[src/rtl/rv32i_soc_pkg.sv]
// Shared constants for the RV32I SoC slice: AXI response codes, the
// IMEM load controller state encoding and control-register bit positions.
package rv32i_soc_pkg;

  // AXI write response codes
  localparam logic [1:0] RESP_OKAY   = 2'b00;
  localparam logic [1:0] RESP_SLVERR = 2'b10;
  localparam logic [1:0] RESP_DECERR = 2'b11;

  // Load controller FSM encoding
  localparam logic [2:0] IDLE   = 3'd0;
  localparam logic [2:0] GOT_AW = 3'd1;
  localparam logic [2:0] GOT_W  = 3'd2;
  localparam logic [2:0] EXEC   = 3'd3;
  localparam logic [2:0] RESP   = 3'd4;

  // Control register bit positions
  localparam int CTRL_RUN_BIT = 0;
  localparam int CTRL_CLR_BIT = 1;

  // Result of decoding one write transaction
  typedef struct packed {
    logic       imem_wr;
    logic       ctrl_wr;
    logic [1:0] resp;
  } dec_t;

endpackage

[src/rtl/imem_load_ctrl.sv]
// AXI4-Lite write-only slave that loads the RV32I instruction memory and
// holds the core in reset until the host sets the RUN control bit.
// Optional feature macro: IMEM_LOAD_CHECKSUM_EN adds a running XOR
// checksum (rotate-left-1 of each accepted IMEM word) on checksum_o.
//
// The decode is evaluated on the edge that completes the later AW/W
// handshake, using the incoming channel value when that channel completes
// on the same edge. This lets the IMEM strobe be a registered output that
// is high during the EXEC cycle itself.
module imem_load_ctrl
  import rv32i_soc_pkg::*;
#(
  parameter int          RV32I_IMEM_DEPTH = 1,
  parameter logic [31:0] CTRL_ADDR        = 32'h0001_0000
) (
  input  logic        clk,
  input  logic        rst_n,
  input  logic [31:0] s_axi_awaddr,
  input  logic        s_axi_awvalid,
  output logic        s_axi_awready,
  input  logic [31:0] s_axi_wdata,
  input  logic [3:0]  s_axi_wstrb,
  input  logic        s_axi_wvalid,
  output logic        s_axi_wready,
  output logic [1:0]  s_axi_bresp,
  output logic        s_axi_bvalid,
  input  logic        s_axi_bready,
  output logic        s_axi_wr_en_o,
  output logic [31:0] s_axi_addr_o,
  output logic [31:0] s_axi_data_o,
  output logic        cpu_rst_n_o,
  output logic        load_busy_o
`ifdef IMEM_LOAD_CHECKSUM_EN
  ,
  output logic [31:0] checksum_o
`endif
);

  localparam logic [31:0] IMEM_BYTES = 32'(RV32I_IMEM_DEPTH * 1024);

  logic [2:0]  state_r, nxt_state_s;
  logic        awready_r, wready_r, bvalid_r, load_busy_r;
  logic [1:0]  bresp_r, resp_pend_r;
  logic        wr_en_r, run_r, cpu_rst_n_r;
  logic [31:0] addr_o_r, data_o_r;
  logic [31:0] awaddr_r, wdata_r;
  logic [3:0]  wstrb_r;
  logic        aw_hs_s, w_hs_s, enter_exec_s;
  logic [31:0] eff_addr_s, eff_data_s;
  logic [3:0]  eff_strb_s;
  dec_t        dec_s;

  // Address decode with priority IMEM window, control register, unmapped
  function automatic dec_t decode(input logic [31:0] addr,
                                  input logic [3:0]  strb,
                                  input logic        run);
    dec_t d;
    d.imem_wr = 1'b0;
    d.ctrl_wr = 1'b0;
    d.resp    = RESP_DECERR;
    if (addr < IMEM_BYTES) begin
      if ((addr[1:0] == 2'b00) && (strb == 4'hF) && !run) begin
        d.imem_wr = 1'b1;
        d.resp    = RESP_OKAY;
      end else begin
        d.resp    = RESP_SLVERR;
      end
    end else if (addr == CTRL_ADDR) begin
      if (strb[0]) begin
        d.ctrl_wr = 1'b1;
        d.resp    = RESP_OKAY;
      end else begin
        d.resp    = RESP_SLVERR;
      end
    end else begin
      d.resp = RESP_DECERR;
    end
    return d;
  endfunction

`ifdef IMEM_LOAD_CHECKSUM_EN
  // Checksum contribution of one IMEM word
  function automatic logic [31:0] rotl1(input logic [31:0] v);
    return {v[30:0], v[31]};
  endfunction
`endif

  assign aw_hs_s = s_axi_awvalid & awready_r;
  assign w_hs_s  = s_axi_wvalid  & wready_r;

  // Operands seen by the decode: bypass a channel completing this cycle
  always_comb begin
    eff_addr_s = awaddr_r;
    eff_data_s = wdata_r;
    eff_strb_s = wstrb_r;
    if (aw_hs_s) begin
      eff_addr_s = s_axi_awaddr;
    end else begin
      eff_addr_s = awaddr_r;
    end
    if (w_hs_s) begin
      eff_data_s = s_axi_wdata;
      eff_strb_s = s_axi_wstrb;
    end else begin
      eff_data_s = wdata_r;
      eff_strb_s = wstrb_r;
    end
    dec_s = decode(eff_addr_s, eff_strb_s, run_r);
  end

  // Next-state logic of the transaction FSM
  always_comb begin
    nxt_state_s = state_r;
    case (state_r)
      IDLE: begin
        if (aw_hs_s && w_hs_s) begin
          nxt_state_s = EXEC;
        end else if (aw_hs_s) begin
          nxt_state_s = GOT_AW;
        end else if (w_hs_s) begin
          nxt_state_s = GOT_W;
        end else begin
          nxt_state_s = IDLE;
        end
      end
      GOT_AW: begin
        if (w_hs_s) begin
          nxt_state_s = EXEC;
        end else begin
          nxt_state_s = GOT_AW;
        end
      end
      GOT_W: begin
        if (aw_hs_s) begin
          nxt_state_s = EXEC;
        end else begin
          nxt_state_s = GOT_W;
        end
      end
      EXEC: nxt_state_s = RESP;
      RESP: begin
        if (s_axi_bready) begin
          nxt_state_s = IDLE;
        end else begin
          nxt_state_s = RESP;
        end
      end
      default: nxt_state_s = IDLE;
    endcase
  end

  assign enter_exec_s = (nxt_state_s == EXEC);

  // State register and registered handshake/status outputs
  always_ff @(posedge clk) begin
    if (!rst_n) begin
      state_r     <= IDLE;
      awready_r   <= 1'b0;
      wready_r    <= 1'b0;
      bvalid_r    <= 1'b0;
      load_busy_r <= 1'b0;
    end else begin
      state_r     <= nxt_state_s;
      awready_r   <= (nxt_state_s == IDLE) || (nxt_state_s == GOT_W);
      wready_r    <= (nxt_state_s == IDLE) || (nxt_state_s == GOT_AW);
      bvalid_r    <= (nxt_state_s == RESP);
      load_busy_r <= (nxt_state_s != IDLE);
    end
  end

  // Capture AW and W channel payloads on their handshakes
  always_ff @(posedge clk) begin
    if (!rst_n) begin
      awaddr_r <= 32'h0;
      wdata_r  <= 32'h0;
      wstrb_r  <= 4'h0;
    end else begin
      if (aw_hs_s) begin
        awaddr_r <= s_axi_awaddr;
      end
      if (w_hs_s) begin
        wdata_r <= s_axi_wdata;
        wstrb_r <= s_axi_wstrb;
      end
    end
  end

  // Execute the decoded write: IMEM strobe, RUN update and response
  always_ff @(posedge clk) begin
    if (!rst_n) begin
      wr_en_r     <= 1'b0;
      addr_o_r    <= 32'h0;
      data_o_r    <= 32'h0;
      resp_pend_r <= RESP_OKAY;
      bresp_r     <= RESP_OKAY;
      run_r       <= 1'b0;
      cpu_rst_n_r <= 1'b0;
    end else begin
      wr_en_r <= enter_exec_s & dec_s.imem_wr;
      if (enter_exec_s && dec_s.imem_wr) begin
        addr_o_r <= eff_addr_s;
        data_o_r <= eff_data_s;
      end
      if (enter_exec_s) begin
        resp_pend_r <= dec_s.resp;
      end
      if (enter_exec_s && dec_s.ctrl_wr) begin
        run_r <= eff_data_s[CTRL_RUN_BIT];
      end
      if (state_r == EXEC) begin
        bresp_r <= resp_pend_r;
      end
      cpu_rst_n_r <= run_r;
    end
  end

`ifdef IMEM_LOAD_CHECKSUM_EN
  logic [31:0] checksum_r;

  // Running checksum of accepted IMEM words, cleared by control bit 1
  always_ff @(posedge clk) begin
    if (!rst_n) begin
      checksum_r <= 32'h0;
    end else if (enter_exec_s && dec_s.imem_wr) begin
      checksum_r <= checksum_r ^ rotl1(eff_data_s);
    end else if (enter_exec_s && dec_s.ctrl_wr && eff_data_s[CTRL_CLR_BIT]) begin
      checksum_r <= 32'h0;
    end
  end

  assign checksum_o = checksum_r;
`endif

  assign s_axi_awready = awready_r;
  assign s_axi_wready  = wready_r;
  assign s_axi_bvalid  = bvalid_r;
  assign s_axi_bresp   = bresp_r;
  assign s_axi_wr_en_o = wr_en_r;
  assign s_axi_addr_o  = addr_o_r;
  assign s_axi_data_o  = data_o_r;
  assign cpu_rst_n_o   = cpu_rst_n_r;
  assign load_busy_o   = load_busy_r;

endmodule

[config.mk]
export PLATFORM = sky130hd
export DESIGN_NAME = imem_load_ctrl
export DESIGN_NICKNAME = d
export VERILOG_FILES = /design/src/rtl/rv32i_soc_pkg.sv /design/src/rtl/imem_load_ctrl.sv
export SDC_FILE = /design/constraint.sdc
export NUM_CORES = 1
export LEC_CHECK = 0
export CORE_MARGIN = 3
export CORE_UTILIZATION = 40
export CTS_CLUSTER_DIAMETER = 120
export DETAILED_ROUTE_END_ITERATION = 12
export MAX_ROUTING_LAYER = met4
export PLACE_DENSITY = 0.79
export SLEW_MARGIN = 20
export SYNTH_ARGS = -nofsm -noshare
export SYNTH_HDL_FRONTEND = slang
export SYNTH_SLANG_ARGS = --single-unit
[constraint.sdc]
create_clock -name clk -period 2.66 [get_ports clk]
set_clock_uncertainty 0.15 [all_clocks]
set_input_delay 0.266 -clock clk [delete_from_list [all_inputs] [get_ports clk]]
set_output_delay 0.266 -clock clk [all_outputs]
set_load 0.02 [all_outputs]
* Word-level counts from Yosys, hierarchy flattened
Index checks and enable logic that the tools add are counted.
** Cells by class
- Magnitude comparators :: 1
- Equal/unequal tests :: 10
- Multiplexer cells :: 19
- Bitwise logic cells :: 3
- Reductions and logical operators :: 12
** Operators with widths (count)
- $mux W32 :: 2
- $eq A32 B17 Y1 const B :: 1
- $lt A32 B11 Y1 const B :: 1
- $mux W2 :: 8
- $pmux W3 S5 :: 1
- $eq A3 B2 Y1 const B :: 4
- $eq A3 B1 Y1 const B :: 2
- $eq A3 B3 Y1 const B :: 2
- $logic_not A3 Y1 :: 2
- $mux W1 :: 6
- $logic_and A1 B1 Y1 :: 5
- $eq A4 B4 Y1 const B :: 1
- $mux W4 :: 1
- $and A1 B1 Y1 :: 3
- $mux W3 :: 1
- $reduce_bool A3 Y1 :: 1
- $logic_not A2 Y1 :: 1
- $logic_or A1 B1 Y1 :: 2
- $logic_not A1 Y1 :: 1
** Storage, ports and cells
- Register bits :: 146
- Input bits :: 73
- Output and inout port bits :: 72
- Word-level logic and storage cells :: 60

* Depth between registers and ports, before layout
Gate-level depths: netlist (run 1).
- Depth after elaboration :: 8
- Mapped depth :: 8
- Mapped depth without buffers :: 5

* Worst setup path before layout (run 1)
OpenSTA, ideal clock, no wires.
- Path type :: register to register
- Start point :: reg awready_r, in the netlist s_axi_awready
- End point :: reg addr_o_r[2], in the netlist s_axi_addr_o[2]
- Library setup time :: 121 ps
- Arrival :: 2172 ps
- Data required time :: 2389 ps
- Slack :: 217 ps
- Stages on the path, launching flop included :: 9
- Buffers on the path :: 3
- Period minus slack after synthesis :: 2443 ps
- Cells stage by stage :: dfxtp_1 and2_1 clkbuf_1 o221ai_1 or4_1 nand4b_4 buf_6 buf_6 mux2_4
** On the way
- Longest elaborated chain between the ends :: 8
- Elaborated cells on any way between the ends :: 15
- Those cells by class :: 1 x order compare; 1 x eq/ne; 7 x mux; 1 x bitwise; 5 x reduce/logical
** Ends and longest elaborated chain
- from (decl) :: line imem_load_ctrl.sv:42 : logic awready_r, wready_r, bvalid_r, load_busy_r;
- from (signal assigned) :: line imem_load_ctrl.sv:164 : awready_r <= (nxt_state_s == IDLE) || (nxt_state_s == GOT_W);
- $and A1 B1 Y1 (*) :: line imem_load_ctrl.sv:88 : assign aw_hs_s = s_axi_awvalid & awready_r;
- branches (longest 7 deep; another with $lt A32 B11 Y1)
- to (signal assigned) :: line imem_load_ctrl.sv:201 : addr_o_r <= eff_addr_s;
- to (decl) :: line imem_load_ctrl.sv:45 : logic [31:0] addr_o_r, data_o_r;
Mark *: on every way between the ends.
A chain may end at the register's enable or synchronous reset.

* Worst setup path in the final report (run 1)
- Start point :: reg awready_r, in the netlist s_axi_awready
- End point :: reg addr_o_r[9], in the netlist s_axi_addr_o[9]
The elaborated chain is that of the path after synthesis.

==> impl_metrics.env, run 1 <==
export IMPL_outcome="complete, no violations"
export IMPL_worst_slack_ns=0.261
export IMPL_combPwrFrac=0.075
export IMPL_rsz0062_at_grt="no"
export IMPL_hold_viol=0
export IMPL_final_cells=886
export IMPL_multi_input_area_mm2=0.00231
export IMPL_fin_crit_sh=0.902
export IMPL_dr_pass1_iters=4
export IMPL_synth_edf_count=0
export IMPL_yosysTopAreaCellShare=0.539
export IMPL_fill_cells=1104
export IMPL_synthToLayoutAreaGrowth_pct=40.7
export IMPL_grt_pass1_vias=4472
export IMPL_dpl_cell_area_mm2=0.00703
export IMPL_finalNetCount=775
export IMPL_critPathCapture="s_axi_addr_o[9]"
export IMPL_swShare=0.217
export IMPL_io_pin_count=145
export IMPL_vias=4364
export IMPL_start_util=0.420
export IMPL_hpwl_um=8810
export IMPL_p_leak_nw=3.14
export IMPL_intPower_mw=3.94
export IMPL_syn_cell_area_mm2=0.00542
export IMPL_rrSetupSlack_ns=0.26
export IMPL_root_buffer="clkbuf_16"
export IMPL_syn_nets=634
export IMPL_clock_sinks=146
export IMPL_relSlewSlack=0.455
export IMPL_synth_area_top_cells="dfxtp_1 (54%), mux2_4 (9.4%), nand2_1 (9.2%)"
export IMPL_crit_fanout=41
export IMPL_drt_wirelength_per_cell_um=14.7
export IMPL_place_gp_congestion=0.792
export IMPL_drcViolationCount=0
export IMPL_finalCriticalPeriod_ns=2.40
export IMPL_synthArstFlopShare=0
export IMPL_die_w_um=122
export IMPL_numCtsBuffers=17
export IMPL_synth_ff_type="dfxtp_1"
export IMPL_tightest_slew_ns=0.818
export IMPL_grt_ovfl_total=0
export IMPL_power_switching_mw=1.09
export IMPL_chipHeight_um=122
export IMPL_irDropWorstVdd_v=0.000392
export IMPL_final_area_mm2=0.00763
export IMPL_post_cts_resized=0
export IMPL_tns_ns=0
export IMPL_cp_required_ns=2.81
export IMPL_post_cts_buffers=0
export IMPL_clockBufferDepth=2
export IMPL_worst_setup_path_type="flip-flop to flip-flop"
export IMPL_cts_tree="yes"
export IMPL_power_density_mw_per_mm2=658
export IMPL_max_freq_ghz=0.417
export IMPL_rows=41
export IMPL_post_place_ws_ns=-0.102
export IMPL_die_area_mm2=0.0150
export IMPL_postRouteAntennaNets=0
export IMPL_cp_start_kind="flip-flop"
export IMPL_drive_gt1_frac=0.119
export IMPL_n_antenna_cell=0
export IMPL_grt_pass1_wl_um=21300
export IMPL_reg2reg_to="s_axi_addr_o[9]"
export IMPL_worst_ep_arrival_time_ns=2.54
export IMPL_cap_violations=0
export IMPL_p_total_mw=5.02
export IMPL_synth_seq_cells=146
export IMPL_post_route_util=0.590
export IMPL_antenna_found_initial=0
export IMPL_sequentialPowerShare=0.454
export IMPL_setup_viol=0
export IMPL_hp_class="primary input to flip-flop"
export IMPL_synth_seq_area_share=0.539
export IMPL_grt_max_degree=71
export IMPL_synth_cell_type_count=38
export IMPL_viasPerCell=4.93
export IMPL_dpl_cell_count=855
export IMPL_cp_end_kind="flip-flop"
export IMPL_worstSkewPairLatency_ns=0.41
export IMPL_yosysTopAreaCell="dfxtp_1"
export IMPL_grt_use_total=0.185
export IMPL_clk_pin_slew_ns=0.06
export IMPL_yosysWarnings=0
export IMPL_portBuffers=144
export IMPL_r2r_cells=6
export IMPL_cp_startpoint="s_axi_awready"
export IMPL_routed_wl_um=13100
export IMPL_core_mm2=0.0129
export IMPL_rr_startpoint="s_axi_awready"
export IMPL_drtIter0Drc=240
export IMPL_holdWs_ns=0.276
export IMPL_syn_avg_cell_area_um2=9.67
export IMPL_p_clk_frac=0.471
export IMPL_report_final_slew_viol_count=0
export IMPL_seqCellArea_mm2=0.00292
export IMPL_cts_htree_levels=4
export IMPL_synthCells=561
export IMPL_cts_hold_buf=0
[cells by family after synthesis]
logic type             after synthesis  synth area share
AO/OA/AOI/OAI                       82            0.0821
buffers and inverters               40            0.0353
multiplexers                        48             0.122
flip-flops                         146             0.539
AND/OR/NAND/NOR                    245             0.222
[cells in the mapped netlist (2+ instances only)]
cell / number
nor3_1: 5
nand2b_1: 2
and3_1: 25
mux2_2: 3
mux2_1: 6
a21oi_1: 68
nor2b_1: 3
o21ai_0: 2
nor4_1: 12
a211oi_1: 3
o21a_1: 2
mux2i_1: 5
nor2_1: 8
mux2_4: 34
clkbuf_1: 26
and2_1: 43
buf_1: 5
nand4_1: 5
inv_1: 2
dfxtp_1: 146
nand3b_1: 2
or3_1: 2
buf_6: 5
nand2_1: 133
[flip-flops by register name, summed over array words and instances, names as in the netlist]
register       flops
wdata_r           32
s_axi_awready      1
s_axi_bresp        2
s_axi_bvalid       1
s_axi_wready       1
state_r            3
resp_pend_r        2
run_r              1
s_axi_wr_en_o      1
load_busy_o        1
cpu_rst_n_o        1
awaddr_r          32
s_axi_data_o      32
s_axi_addr_o      32
wstrb_r            4
[cells in the final DEF (no fill, tap or decap), types with 2 or more instances in the layout]
master / count
dfxtp_1: 146
clkdlybuf4s50_1: 143
nand2_1: 133
a21oi_1: 68
and2_1: 43
mux2_4: 34
and3_1: 25
clkbuf_16: 17
buf_4: 13
nor4_1: 12
nor2_1: 8
mux2_1: 6
mux2i_1: 5
nor3_1: 5
nand4_1: 5
clkbuf_8: 5
mux2_2: 3
a211oi_1: 3
nor2b_1: 3
clkinvlp_4: 3
inv_1: 2
nand3b_1: 2
nand2b_1: 2
or3_1: 2
o21a_1: 2
o21ai_0: 2
bufinv_16: 2
clkinv_2: 2
buf_12: 2
[critical path, cell delays in order, from the launching register on]
cell	delay (ns)
dfxtp_1	0.37
a211oi_1	0.31
o221ai_1	0.17
or4_1	0.48
nand4b_4	0.24
buf_12	0.20
mux2_4	0.32
[worst min-delay path by stage]
stage                         endpoint        startpoint  slack (ns)  cells after the start
after detailed placement  awaddr_r[17]      awaddr_r[17]        0.30                      2
final                      awaddr_r[1]   s_axi_awaddr[1]        0.28                      3
after CTS                  wdata_r[25]   s_axi_wdata[25]        0.26                      3
after global placement    awaddr_r[19]      awaddr_r[19]        0.29                      2
after floorplan           awaddr_r[17]  s_axi_awaddr[17]        0.25                      2
after global routing       wdata_r[22]   s_axi_wdata[22]        0.28                      3
[per-layer routing]
| metal | up-vias | wire length, um | global-route usage | part of all wire |
|---|---|---|---|---|
| met5 | - | 0 | - | 0 |
| met4 | 0 | 229 | 0.0700 | 0.018 |
| met3 | 20 | 887 | 0.0581 | 0.068 |
| met2 | 133 | 6160 | 0.295 | 0.47 |
| met1 | 2030 | 5790 | 0.220 | 0.44 |
| li1 | 2181 | - | - | - |
[power by group through the flow]
stage          Sequential (mW)  Clock (mW)  Combinational (mW)
6_report                  2.28        2.36               0.379
3_5_place_dp              2.33           0               0.378
2_1_floorplan             2.33           0               0.182
5_1_grt                   2.29        2.51               0.422
4_1_cts                   2.28        2.41               0.382
3_3_place_gp              2.32           0               0.368
[cell type report]
| cell class | instances | area share |
|---|---|---|
| clock buffers | 23 | 0.0652 |
| clock inverters | 8 | 0.0133 |
| inverters | 3 | 0.00148 |
| multi-input cells | 375 | 0.303 |
| flip-flops and latches | 146 | 0.383 |
| well taps | 172 | 0.0282 |
| repair buffers | 159 | 0.206 |
No activity file was read; power rests on OpenSTA's default activity.
==> run 2, diff against run 1 <==
Settings changed: SETUP_SLACK_MARGIN from default to 0.1.
==> results of run 2 <==
Same layout as run 1: the final DEF is identical, and so are final timing and power.
==> run 3, diff against run 2 <==
Settings changed: CELL_PAD_IN_SITES_DETAIL_PLACEMENT from default to 1, CELL_PAD_IN_SITES_GLOBAL_PLACEMENT from default to 2, CORE_ASPECT_RATIO from default to 1.25, CORE_UTILIZATION 40 to 29, PLACE_DENSITY 0.79 to 0.9.
==> run 3 against run 2 <==
Non-clock buffer count is 4 higher. Largest cell class unchanged. Wire length is 14% higher. Via count is 2.0% higher. Clock power is 3% lower. Maximum frequency is 0.22% lower.
==> impl_metrics.env, run 3 (synthesis gave the netlist of run 1 again) <==
export IMPL_met2_length_um=7910
export IMPL_worst_setup_path_type="flip-flop to flip-flop"
export IMPL_relSlewSlack=0.435
export IMPL_cp_required_ns=2.81
export IMPL_p_leak_nw=3.14
export IMPL_routed_wl_um=15000
export IMPL_chipHeight_um=159
export IMPL_grt_pass1_wl_um=24500
export IMPL_cp_start_kind="flip-flop"
export IMPL_fin_crit_sh=0.904
export IMPL_drcViolationCount=0
export IMPL_crit_slowest_cell="or4_1"
export IMPL_grt_ovfl_total=0
export IMPL_irDropWorstVdd_v=0.000358
export IMPL_layout_commonest_cell="dfxtp_1"
export IMPL_cap_violations=0
export IMPL_die_area_mm2=0.0204
export IMPL_clk_pin_slew_ns=0.06
export IMPL_crit_path_cell_trace="a211oi_1 > o221ai_1 > or4_1 > nand4b_4 > buf_12 > mux2_1"
export IMPL_crit_buf_inv=1
export IMPL_cts_hold_buf=0
export IMPL_numCtsBuffers=17
export IMPL_routed_top_layer="met4"
export IMPL_core_mm2=0.0182
export IMPL_root_buffer="clkbuf_16"
export IMPL_cts_htree_levels=4
export IMPL_place_gp_congestion=0.768
export IMPL_post_route_util=0.422
export IMPL_synthToLayoutAreaGrowth_pct=42.0
export IMPL_outcome="complete, no violations"
export IMPL_antenna_found_initial=0
export IMPL_rsz0062_at_grt="no"
export IMPL_viasPerCell=4.70
export IMPL_drt_wirelength_per_cell_um=15.8
export IMPL_power_density_mw_per_mm2=645
export IMPL_clockBufferDepth=2
export IMPL_postRouteAntennaNets=0
export IMPL_hp_class="primary input to flip-flop"
export IMPL_max_freq_ghz=0.416
export IMPL_setup_viol=0
export IMPL_drive_gt1_frac=0.125
export IMPL_wl_met3_um=697
export IMPL_grt_max_degree=71
export IMPL_grt_pass1_vias=4935
export IMPL_finalNetCount=779
export IMPL_start_util=0.297
export IMPL_clock_sinks=146
export IMPL_cts_tree="yes"
export IMPL_crit_family="simple AND/OR/NAND/NOR gates"
export IMPL_post_cts_resized=0
export IMPL_vias=4452
export IMPL_portBuffers=144
export IMPL_finalCriticalPeriod_ns=2.40
export IMPL_final_area_mm2=0.00770
export IMPL_worstSkewPairLatency_ns=0.42
export IMPL_worst_ep_arrival_time_ns=2.56
export IMPL_dr_pass1_iters=4
export IMPL_report_final_slew_viol_count=0
export IMPL_cp_end_kind="flip-flop"
export IMPL_hpwl_um=10700
export IMPL_rows=55
export IMPL_grt_use_total=0.154
export IMPL_slowest_delay_ns=0.47
export IMPL_drtIter0Drc=113
export IMPL_post_cts_buffers=0
export IMPL_tightest_slew_ns=0.846
export IMPL_n_antenna_cell=0
export IMPL_dpl_cell_area_mm2=0.00713
export IMPL_die_w_um=128
export IMPL_io_pin_count=145
export IMPL_crit_fanout=42
export IMPL_hold_viol=0
export IMPL_final_cell_mix="dfxtp_1 (146), clkdlybuf4s50_1 (143), nand2_1 (133)"
export IMPL_met1_length_um=6160
## run 3: changes by cell type in the layout (fill, tap and decap cells not counted), sizes merged
cell    before  now
buf         16   20
inv          3    8
clkinv       3    4
bufinv       2    1
clkbuf      23   19
## run 3: path summary, 6_finish.rpt
path                   startpoint              end  slack, ns  depth (start not counted)
hold reg to reg      awaddr_r[19]     awaddr_r[19]       0.30                          2
setup / recovery    s_axi_awready  s_axi_data_o[1]       0.26                          6
setup reg to reg    s_axi_awready  s_axi_data_o[1]       0.26                          6
hold / removal    s_axi_wdata[17]      wdata_r[17]       0.27                          3
## run 3: cell type report
type                            count  area (um^2)
Multi-Input combinational cell    375         2310
Clock inverter                     13          124
Inverter                            3         11.3
Fill cell                        2014        10500
Tap cell                          228          285
Clock buffer                       19          443
Timing Repair Buffer              163         1600
Sequential cell                   146         2920
## run 3: tightest hold or removal path, cell delays in order
cell             delay [ns]
clkdlybuf4s50_1        0.40
nand2_1                0.05
a21oi_1                0.07
## run 3: through the flow
step                TNS (ns)  setup slack [ns]  cells  power [mW]  hold slack [ns]
floorplan                  0             0.217    561        2.51            0.252
global placement      -0.672           -0.0378    915        2.71            0.291
CTS                        0             0.230    947        5.03            0.256
detailed placement     -4.28            -0.140    915        2.73            0.300
finish                     0             0.256    947        4.96            0.271
global route               0             0.103    947        5.18            0.281
## run 3: per-layer routing
layer,vias to the layer above,global-route usage
li1,2174,-
met1,2155,0.166
met2,107,0.274
met3,16,0.0320
met4,0,0.0555
met5,-,-
## run 3: where the power goes
part	switching [mW]	total [mW]	leakage, nW	internal (mW)
sequential	0.0320	2.28	1.18	2.25
clock	0.966	2.29	0.271	1.32
combinational	0.200	0.393	1.69	0.192
total	1.20	4.96	3.14	3.77
